--- config.mk ---
export PLATFORM = sky130hd
export DESIGN_NAME = ieee_to_flopoco_ingress_flat
export DESIGN_NICKNAME = d
export VERILOG_FILES = /design/src/rtl/fp_fmt_pkg.sv /design/src/rtl/ieee_to_flopoco_ingress_if.sv /design/src/rtl/fp_skid_buf.sv /design/src/rtl/ieee_to_flopoco_ingress.sv /design/src/flat_wrapper.sv
export SDC_FILE = /design/constraint.sdc
export NUM_CORES = 1
export LEC_CHECK = 0
export ABC_AREA = 1
export BUFFER_PORTS_ARGS = -buffer_cell sky130_fd_sc_hd__buf_2
export CAP_MARGIN = 20
export CORE_ASPECT_RATIO = 0.5
export CORE_MARGIN = 3
export CORE_UTILIZATION = 51
export CTS_BUF_LIST = sky130_fd_sc_hd__clkbuf_16
export DETAILED_ROUTE_END_ITERATION = 10
export GPL_TIMING_DRIVEN = 1
export PLACE_DENSITY = 0.77
export SYNTH_ARGS = -nofsm -noshare
export SYNTH_HDL_FRONTEND = slang
export SYNTH_SLANG_ARGS = --single-unit
--- constraint.sdc ---
create_clock -name clk -period 1.7 [get_ports clk]
set_input_delay 0.085 -clock clk [delete_from_list [all_inputs] [get_ports clk]]
set_output_delay 0.085 -clock clk [all_outputs]
set_load 0.02 [all_outputs]
--- src/rtl/fp_fmt_pkg.sv ---
// Shared number-format definitions for the FloPoCo fsqrt ingress/egress path.
package fp_fmt_pkg;

   localparam int unsigned WE = 4;
   localparam int unsigned WF = 4;

   localparam logic [1:0] EXN_ZERO = 2'b00;
   localparam logic [1:0] EXN_NORM = 2'b01;
   localparam logic [1:0] EXN_INF  = 2'b10;
   localparam logic [1:0] EXN_NAN  = 2'b11;

   typedef struct packed {
      logic          sign;
      logic [WE-1:0] exp;
      logic [WF-1:0] frac;
   } ieee_t;

   typedef struct packed {
      logic [1:0]    exn;
      logic          sign;
      logic [WE-1:0] exp;
      logic [WF-1:0] frac;
   } flopoco_t;

   // Occupancy of the 2-entry skid buffer; bit 0 = main full, bit 1 = skid full.
   typedef enum logic [1:0] {
      SKID_EMPTY = 2'b00,
      SKID_MAIN  = 2'b01,
      SKID_FULL  = 2'b11
   } skid_state_e;

   // IEEE and FloPoCo share the exponent bias, so normal values copy through.
   function automatic flopoco_t ieee_to_flopoco(input ieee_t w);
      flopoco_t r;
      r      = '0;
      r.sign = w.sign;
      if (w.exp == '0) begin
         r.exn = EXN_ZERO;
      end else if (w.exp == '1) begin
         if (w.frac == '0) begin
            r.exn = EXN_INF;
         end else begin
            r.exn  = EXN_NAN;
            r.sign = 1'b0;
         end
      end else begin
         r.exn  = EXN_NORM;
         r.exp  = w.exp;
         r.frac = w.frac;
      end
      return r;
   endfunction

   function automatic logic is_subnormal(input ieee_t w);
      return (w.exp == '0) && (w.frac != '0);
   endfunction

   function automatic logic is_nan(input ieee_t w);
      return (w.exp == '1) && (w.frac != '0);
   endfunction

endpackage

--- src/rtl/ieee_to_flopoco_ingress_if.sv ---
// Generic valid/ready stream bundle.
interface ieee_to_flopoco_ingress_if #(
   parameter int unsigned W = 9
) ();
   logic         valid;
   logic         ready;
   logic [W-1:0] data;

   modport master (output valid, output data, input ready);
   modport slave  (input valid, input data, output ready);
endinterface

--- src/rtl/fp_skid_buf.sv ---
// Two-entry valid/ready skid buffer; in_ready is a pure register decode.
module fp_skid_buf
   import fp_fmt_pkg::*;
#(
   parameter int unsigned W = 11
) (
   input  logic         clk,
   input  logic         rst_n,
   input  logic         in_valid,
   output logic         in_ready,
   input  logic [W-1:0] in_data,
   output logic         out_valid,
   input  logic         out_ready,
   output logic [W-1:0] out_data
);

   skid_state_e  state_q, state_d;
   logic [W-1:0] main_q, main_d;
   logic [W-1:0] skid_q, skid_d;
   logic         accept;
   logic         drain;

   assign in_ready  = (state_q != SKID_FULL);
   assign out_valid = (state_q != SKID_EMPTY);
   assign out_data  = main_q;
   assign accept    = in_valid && in_ready;
   assign drain     = out_valid && out_ready;

   // Next occupancy and data movement: fill main first, spill to skid on stall.
   always_comb begin
      state_d = state_q;
      main_d  = main_q;
      skid_d  = skid_q;
      unique case (state_q)
         SKID_EMPTY: begin
            if (accept) begin
               main_d  = in_data;
               state_d = SKID_MAIN;
            end
         end
         SKID_MAIN: begin
            if (accept && drain) begin
               main_d = in_data;
            end else if (accept) begin
               skid_d  = in_data;
               state_d = SKID_FULL;
            end else if (drain) begin
               state_d = SKID_EMPTY;
            end
         end
         SKID_FULL: begin
            if (drain) begin
               main_d  = skid_q;
               state_d = SKID_MAIN;
            end
         end
         default: state_d = SKID_EMPTY;
      endcase
   end

   // State and data registers; reset discards any buffered words.
   always_ff @(posedge clk or negedge rst_n) begin
      if (!rst_n) begin
         state_q <= SKID_EMPTY;
         main_q  <= '0;
         skid_q  <= '0;
      end else begin
         state_q <= state_d;
         main_q  <= main_d;
         skid_q  <= skid_d;
      end
   end

endmodule

--- src/rtl/ieee_to_flopoco_ingress.sv ---
// IEEE-style to FloPoCo converter feeding the fsqrt core through a skid buffer,
// with saturating counters for flushed subnormals and NaNs.
module ieee_to_flopoco_ingress
   import fp_fmt_pkg::*;
#(
   parameter int unsigned WE    = 4,
   parameter int unsigned WF    = 4,
   parameter int unsigned CNT_W = 16
) (
   input  logic                         clk,
   input  logic                         rst_n,
   ieee_to_flopoco_ingress_if.slave     in_if,
   ieee_to_flopoco_ingress_if.master    out_if,
   input  logic                         stat_clr,
   output logic [CNT_W-1:0]             flush_cnt,
   output logic [CNT_W-1:0]             nan_cnt
);

   logic [WE+WF:0]   in_word;
   logic [WE+WF+2:0] conv_word;
   ieee_t            in_fp;
   logic             accept;
   logic [CNT_W-1:0] flush_cnt_q, flush_cnt_d;
   logic [CNT_W-1:0] nan_cnt_q, nan_cnt_d;

   assign in_word   = in_if.data;
   assign in_fp     = ieee_t'(in_word);
   assign conv_word = ieee_to_flopoco(in_fp);
   assign accept    = in_if.valid && in_if.ready;
   assign flush_cnt = flush_cnt_q;
   assign nan_cnt   = nan_cnt_q;

   fp_skid_buf #(
      .W (3 + WE + WF)
   ) u_skid (
      .clk       (clk),
      .rst_n     (rst_n),
      .in_valid  (in_if.valid),
      .in_ready  (in_if.ready),
      .in_data   (conv_word),
      .out_valid (out_if.valid),
      .out_ready (out_if.ready),
      .out_data  (out_if.data)
   );

   // Counter update: clear wins over increment, increments saturate at all-ones.
   always_comb begin
      flush_cnt_d = flush_cnt_q;
      nan_cnt_d   = nan_cnt_q;
      if (stat_clr) begin
         flush_cnt_d = '0;
         nan_cnt_d   = '0;
      end else if (accept) begin
         if (is_subnormal(in_fp) && (flush_cnt_q != '1)) flush_cnt_d = flush_cnt_q + CNT_W'(1);
         if (is_nan(in_fp) && (nan_cnt_q != '1))         nan_cnt_d   = nan_cnt_q + CNT_W'(1);
      end
   end

   // Counter registers.
   always_ff @(posedge clk or negedge rst_n) begin
      if (!rst_n) begin
         flush_cnt_q <= '0;
         nan_cnt_q   <= '0;
      end else begin
         flush_cnt_q <= flush_cnt_d;
         nan_cnt_q   <= nan_cnt_d;
      end
   end

endmodule

--- src/flat_wrapper.sv ---
// flat-port wrapper written by rule: the top's interface ports become plain ports
module ieee_to_flopoco_ingress_flat import fp_fmt_pkg::*;
#(
   parameter int unsigned WE    = 4,
   parameter int unsigned WF    = 4,
   parameter int unsigned CNT_W = 16
)
  (clk, rst_n, stat_clr, flush_cnt, nan_cnt, in_if_valid, in_if_data, in_if_ready, out_if_valid, out_if_data, out_if_ready);
  ieee_to_flopoco_ingress_if #(.W(9)) in_if_i ();
  ieee_to_flopoco_ingress_if #(.W(11)) out_if_i ();
  input  logic clk;
  input  logic rst_n;
  input  logic stat_clr;
  output logic [CNT_W-1:0] flush_cnt;
  output logic [CNT_W-1:0] nan_cnt;
  input wire logic [$bits(in_if_i.valid)-1:0] in_if_valid;
  input wire logic [$bits(in_if_i.data)-1:0] in_if_data;
  output wire logic [$bits(in_if_i.ready)-1:0] in_if_ready;
  output wire logic [$bits(out_if_i.valid)-1:0] out_if_valid;
  output wire logic [$bits(out_if_i.data)-1:0] out_if_data;
  input wire logic [$bits(out_if_i.ready)-1:0] out_if_ready;
  assign in_if_i.valid = in_if_valid;
  assign in_if_i.data = in_if_data;
  assign in_if_ready = in_if_i.ready;
  assign out_if_valid = out_if_i.valid;
  assign out_if_data = out_if_i.data;
  assign out_if_i.ready = out_if_ready;
  ieee_to_flopoco_ingress #(.WE(WE), .WF(WF), .CNT_W(CNT_W)) u_core (.clk(clk), .rst_n(rst_n), .in_if(in_if_i), .out_if(out_if_i), .stat_clr(stat_clr), .flush_cnt(flush_cnt), .nan_cnt(nan_cnt));
endmodule
Yosys cells after proc, flatten, opt, wreduce, memory -nomap -nowiden
Cells that the tools add are included.
{ "word_totals": {"wordCells": 63, "ff_bits": 56, "input_bits": 14} }
{ "classes": {"mux": 23, "n_eq_ne": 11, "n_bitwise": 1, "n_addsub": 2, "reduce_logical": 21} }
{ "ops": {"columns": ["operator", "count"], "rows": [
  ["16-bit 2-to-1 mux", 6],
  ["11-bit 2-to-1 mux", 3],
  ["11-bit one-hot mux with 3 select lines", 1],
  ["16-bit by 1-bit adder with 16-bit output, second input constant", 2],
  ["16-bit inequality test, second input constant", 2],
  ["2-bit 2-to-1 mux", 7],
  ["2-bit inequality test, second input constant", 5],
  ["9-bit 2-to-1 mux", 1],
  ["4-bit logical NOT", 2],
  ["8-bit 2-to-1 mux", 1],
  ["4-bit AND reduction", 2],
  ["2-bit nonzero test", 4],
  ["1-bit logical AND", 7],
  ["2-bit one-hot mux with 3 select lines", 1],
  ["4-bit == test, second input constant", 1],
  ["2-bit AND reduction", 2],
  ["4-bit nonzero test", 1],
  ["1-bit 2-to-1 mux", 3],
  ["3-bit inequality test, second input constant", 1],
  ["3-bit AND reduction", 1],
  ["3-bit nonzero test", 1],
  ["2-bit by 1-bit == test with 1-bit output, second input constant", 1],
  ["2-bit == test, second input constant", 1],
  ["2-bit logical NOT", 1],
  ["1-bit inverter", 1]
]} }

Logic depth before layout (Yosys ltp)
{ "depth": {"ltp_word": 6, "depth_mapped": 10, "depth_no_buf": 10} }

Modules after synthesis
Synthesis repeated with hierarchy kept, for this count alone.
{ "unflattened": {"hier_cells": 507, "area_unflattened_um2": 3548.4} }
{ "by_module_without_submodules": {"columns": ["mod", "area_per_inst_um2", "seq_area_each_um2", "cells_per_inst", "instances"], "rows": [
  ["ieee_to_flopoco_ingress", 2293.4, 800.8, 352, 1],
  ["fp_skid_buf", 1255.0, 600.6, 155, 1]
]} }

Worst setup path before layout
No wires, ideal clock.
{ "synth_path": {"path_kind": "reg2reg", "start": "reg u_core.u_skid.state_q[0]", "end": "reg u_core.nan_cnt_q[14] (netlist: u_core.nan_cnt[14])", "required_time_ps": 1582, "setup_time_ps": 118, "setup_slack_ps": 45, "n_path_buf": 1, "path_stages_with_launch": 11, "arrival_time_ps": 1536, "cell_sequence": "dfrtp_1 -> ha_1 -> inv_4 -> nand2_4 -> inv_1 -> nand3_2 -> nor2_4 -> nor2_8 -> buf_8 -> nand2_1 -> nand2_1"} }
{ "synth_via": {"elab_chain_cells": 4} }
{ "synth_lines": {"columns": ["element", "line_no", "source"], "rows": [
  ["from (decl)", "fp_skid_buf.sv:17", "skid_state_e state_q, state_d;"],
  ["from (signal assigned)", "fp_skid_buf.sv:68", "state_q <= state_d;"],
  ["2-bit inequality test", "fp_skid_buf.sv:23", "assign in_ready = (state_q != SKID_FULL);"],
  ["net in_if_ready", "flat_wrapper.sv:18", "output wire logic [$bits(in_if_i.ready)-1:0] in_if_ready;"],
  ["1-bit logical AND", "ieee_to_flopoco_ingress.sv:29", "assign accept = in_if.valid && in_if.ready;"],
  ["2-bit nonzero test (no line)", null, null],
  ["2-bit AND reduction (no line)", null, null],
  ["to (signal assigned)", "ieee_to_flopoco_ingress.sv:66", "nan_cnt_q <= nan_cnt_d;"],
  ["to (decl)", "ieee_to_flopoco_ingress.sv:24", "logic [CNT_W-1:0] nan_cnt_q, nan_cnt_d;"]
]} }
The timed path passes the listed nets, and every way through them passes these cells.
A chain may end at the register's enable or synchronous reset.

Worst setup path after layout
{ "layout_path": {"start": "reg u_core.u_skid.state_q[1]", "end": "reg u_core.nan_cnt_q[4] (netlist: u_core.nan_cnt[4])"} }
{ "layout_via": {"elab_chain_cells": 4} }
{ "layout_lines": {"columns": ["element", "line_no"], "rows": [
  ["2-bit inequality test", "fp_skid_buf.sv:23"],
  ["1-bit logical AND", "ieee_to_flopoco_ingress.sv:29"],
  ["2-bit nonzero test (no line)", null],
  ["2-bit AND reduction (no line)", null]
]} }
Every way passes these cells.

==> reports/results.txt <==
reg2reg path depth: 10
Place WS: -14.9 ps
DP Cell Count: 609
Worst EP required: 1940 ps
vias per cell: 5.29
Worst setup EP type: flop
Cell variety after synth: 36
Post-Synth Simple-Gate Area: 0.406
share of layout cells above drive strength 1: 0.256
RSZ-0062 raised after global routing: true
fin cells: 634
FP Rows: 20
clk_skew: 7.81 ps
TritonCTS clock tree: built
dominant synthesized flop cell: dfrtp_1
Worst-Skew Late Latency: 310 ps
Fill cells: 555
Die ar.: 0.00794 mm^2
initial antenna violation count: 0
Worst Hold Slack: 79.6 ps
hold depth: 3
die span in y: 64.5 um
sequential share of the synthesized area: 0.401
Max Slew Vio Count: 0
Syn Inst Count: 462
DRC viols: 0
Mapped Area: 0.00350 mm^2
Max Cap Violations: 0
Adder-Cell Fraction of Synth Area: 0.0215
crit share post-route: 0.969
Sink Count: 56
root buffer cell: clkbuf_16
vias: 3355
first-pass GRT wire length: 13.9 mm
multi-input combinational cell area: 0.00191 mm^2
Initial Utilization: 0.550
Post-DP HPWL: 5.65 mm
vias in the first global route: 2966
largest family of logic cells by synthesized area: simple AND/OR/NAND/NOR gates
DRT iter0 DRCs: 222
CTS max path bufs: 2
xor-xnor portion of the synthesized cell area: 0.0200
Final WS setup: 53.0 ps
PwrDens: 1060 mW/mm^2
Post-synth EDFFs: 0
final hold vios: 0
ant diodes: 0
Tmin final: 1650 ps
Worst Tran Pin Value: 505 ps
largest net degree at the start of global routing: 57
RD Place Congestion: 0.830
Max Fclk: 607 MHz
FF/Latch Area: 0.00140 mm^2
core area: 0.00636 mm^2
routed len/inst: 13.9 um
Worst Path Arrival: 1890 ps
VDD IR max: 555 uV
post-synth net total: 482
mean post-synth cell area: 7.57 um^2
Inserted Clock Buffers: 5
Final Power: 4550 uW
Async SR Flop Fraction: 1.00
Yosys reg bits: 56
P&R area growth vs syn: 22.8%
worst hold path class: input pin to flop
CTS H-tree depth: 2
Ports: 59
CP Class: flop to flop
Util after Layout: 0.675
clk slew on worst S/H paths: 80 ps
DRT Pass-1 Iters: 4
port bufs: 58
Slew HR: 0.663
final setup vio count: 0
Detailed Route WL: 8.84 mm
antenna viol nets, final: 0
CP startpoint kind: flop
status: completed
grt ovf: 0
worst-path fanout max: 5
LEAKAGE: 0.00221 uW
synth warn: 0
gr usage total: 0.217
post-synthesis compound-gate area fraction: 0.0684
Die X: 123 um
fin nets: 565
post-synthesis mux area share: 0
==> where the power goes <==
part           internal [uW]  leakage, uW  switching, uW
sequential              1630     0.000735            144
combinational            589      0.00140           1100
clock                    559    0.0000708            530
total                   2770      0.00221           1770
==> critical path, cell delays in order, from the launching register on <==
cell and delay [ps]:
dfrtp_1 410, ha_2 220, inv_4 70, nand2_4 70
inv_1 70, nand3_2 90, nor2_4 190, buf_4 170
buf_6 110, nand4_1 90, nand2_1 90
==> kinds of logic after synthesis <==
kind of cell / count (synthesis)
xor gates and xnor gates: 8
adders and majority gates: 6
DFF: 56
and+or+nand+nor: 292
buffers and inverters: 60
AOI/OAI and AO/OA: 40
==> metrics by stage <==
step | TNS [ps] | cell area, um^2
3_5_place_dp | -62.5 | 3900
5_1_grt | -276 | 4290
6_report | 0 | 4290
2_1_floorplan | 0 | 3500
3_3_place_gp | 0 | 3900
4_1_cts | 0 | 4080
==> cells in the final DEF (no fill, tap or decap), drive strengths merged <==
master       Yosys  final
dlygate4sd3      0      1
and2             2      2
nor3             3      3
o21bai           5      5
nand3           48     49
nor2            59     60
nand2          147    148
o211ai           5      5
clkbuf           2      5
or2              4      4
dfrtp           56     56
clkinvlp         0      1
xnor2            1      1
ha               6      6
clkinv           1      1
inv             46     48
a21oi           12     12
nand3b           8      8
o21ai           17     17
nand4           21     21
o21a             1      1
buf             11     85
xor2             7      7
==> Yosys cell counts, types with 2 or more instances <==
library cell	count	share of area
nand2_1	138	0.15
o21ai_0	16	0.023
clkbuf_1	2	0.0021
dfrtp_1	56	0.40
buf_2	4	0.0057
buf_4	2	0.0043
nand4_1	21	0.038
and2_1	2	0.0036
nand3_2	8	0.023
buf_6	3	0.0097
o211ai_1	5	0.011
xor2_1	7	0.018
o21bai_1	5	0.011
nand2_2	8	0.014
nor2_4	7	0.023
nand3b_1	8	0.017
a21oi_1	11	0.016
inv_1	45	0.048
ha_1	6	0.021
nor2_1	50	0.054
nor3_1	2	0.0029
or2_2	4	0.0072
nand3_1	39	0.056
==> sequential cells by signal, summed over array words and instances (netlist names) <==
register / cells
u_core.nan_cnt: 16
u_core.u_skid.skid_q: 11
u_core.u_skid.state_q: 2
u_core.flush_cnt: 16
u_core.u_skid.out_data: 11
==> cell type report <==
class	count	area share
flip-flops and latches	56	0.327
clock inverters	3	0.00583
well taps	88	0.0256
inverters	47	0.0417
repair buffers	86	0.126
multi-input cells	349	0.444
clock buffers	5	0.0291
==> per-layer routing <==
metal,vias up,part of all wire,global-route usage
met1,1572,0.46,0.302
met4,0,0.0057,0.0566
met2,110,0.47,0.350
met3,6,0.069,0.0401
met5,-,0,0
li1,1667,-,-
==> timing repair <==
action | CTS | global route
gates cloned | 0 | 4
resized for setup | 0 | 25
setup endpoints to repair | 16 | 50
pin swaps | 0 | 14
hold buffers | 1 | 0
hold endpoints to repair | 56 | 0
buffers inserted | 1 | 11
==> worst paths after layout <==
path                                               start                  endpoint  slack [ps]
worst max-delay path            u_core.u_skid.state_q[1]         u_core.nan_cnt[4]          50
worst min-delay path                       in_if_data[2]   u_core.u_skid.skid_q[2]          80
worst max register to register  u_core.u_skid.state_q[1]         u_core.nan_cnt[4]          50
worst min register to register  u_core.u_skid.skid_q[10]  u_core.u_skid.skid_q[10]         500
max in group asynchronous                          rst_n        u_core.nan_cnt[11]        1110
min in group asynchronous                          rst_n       u_core.flush_cnt[5]         300
(Power assumes the default switching activity.)
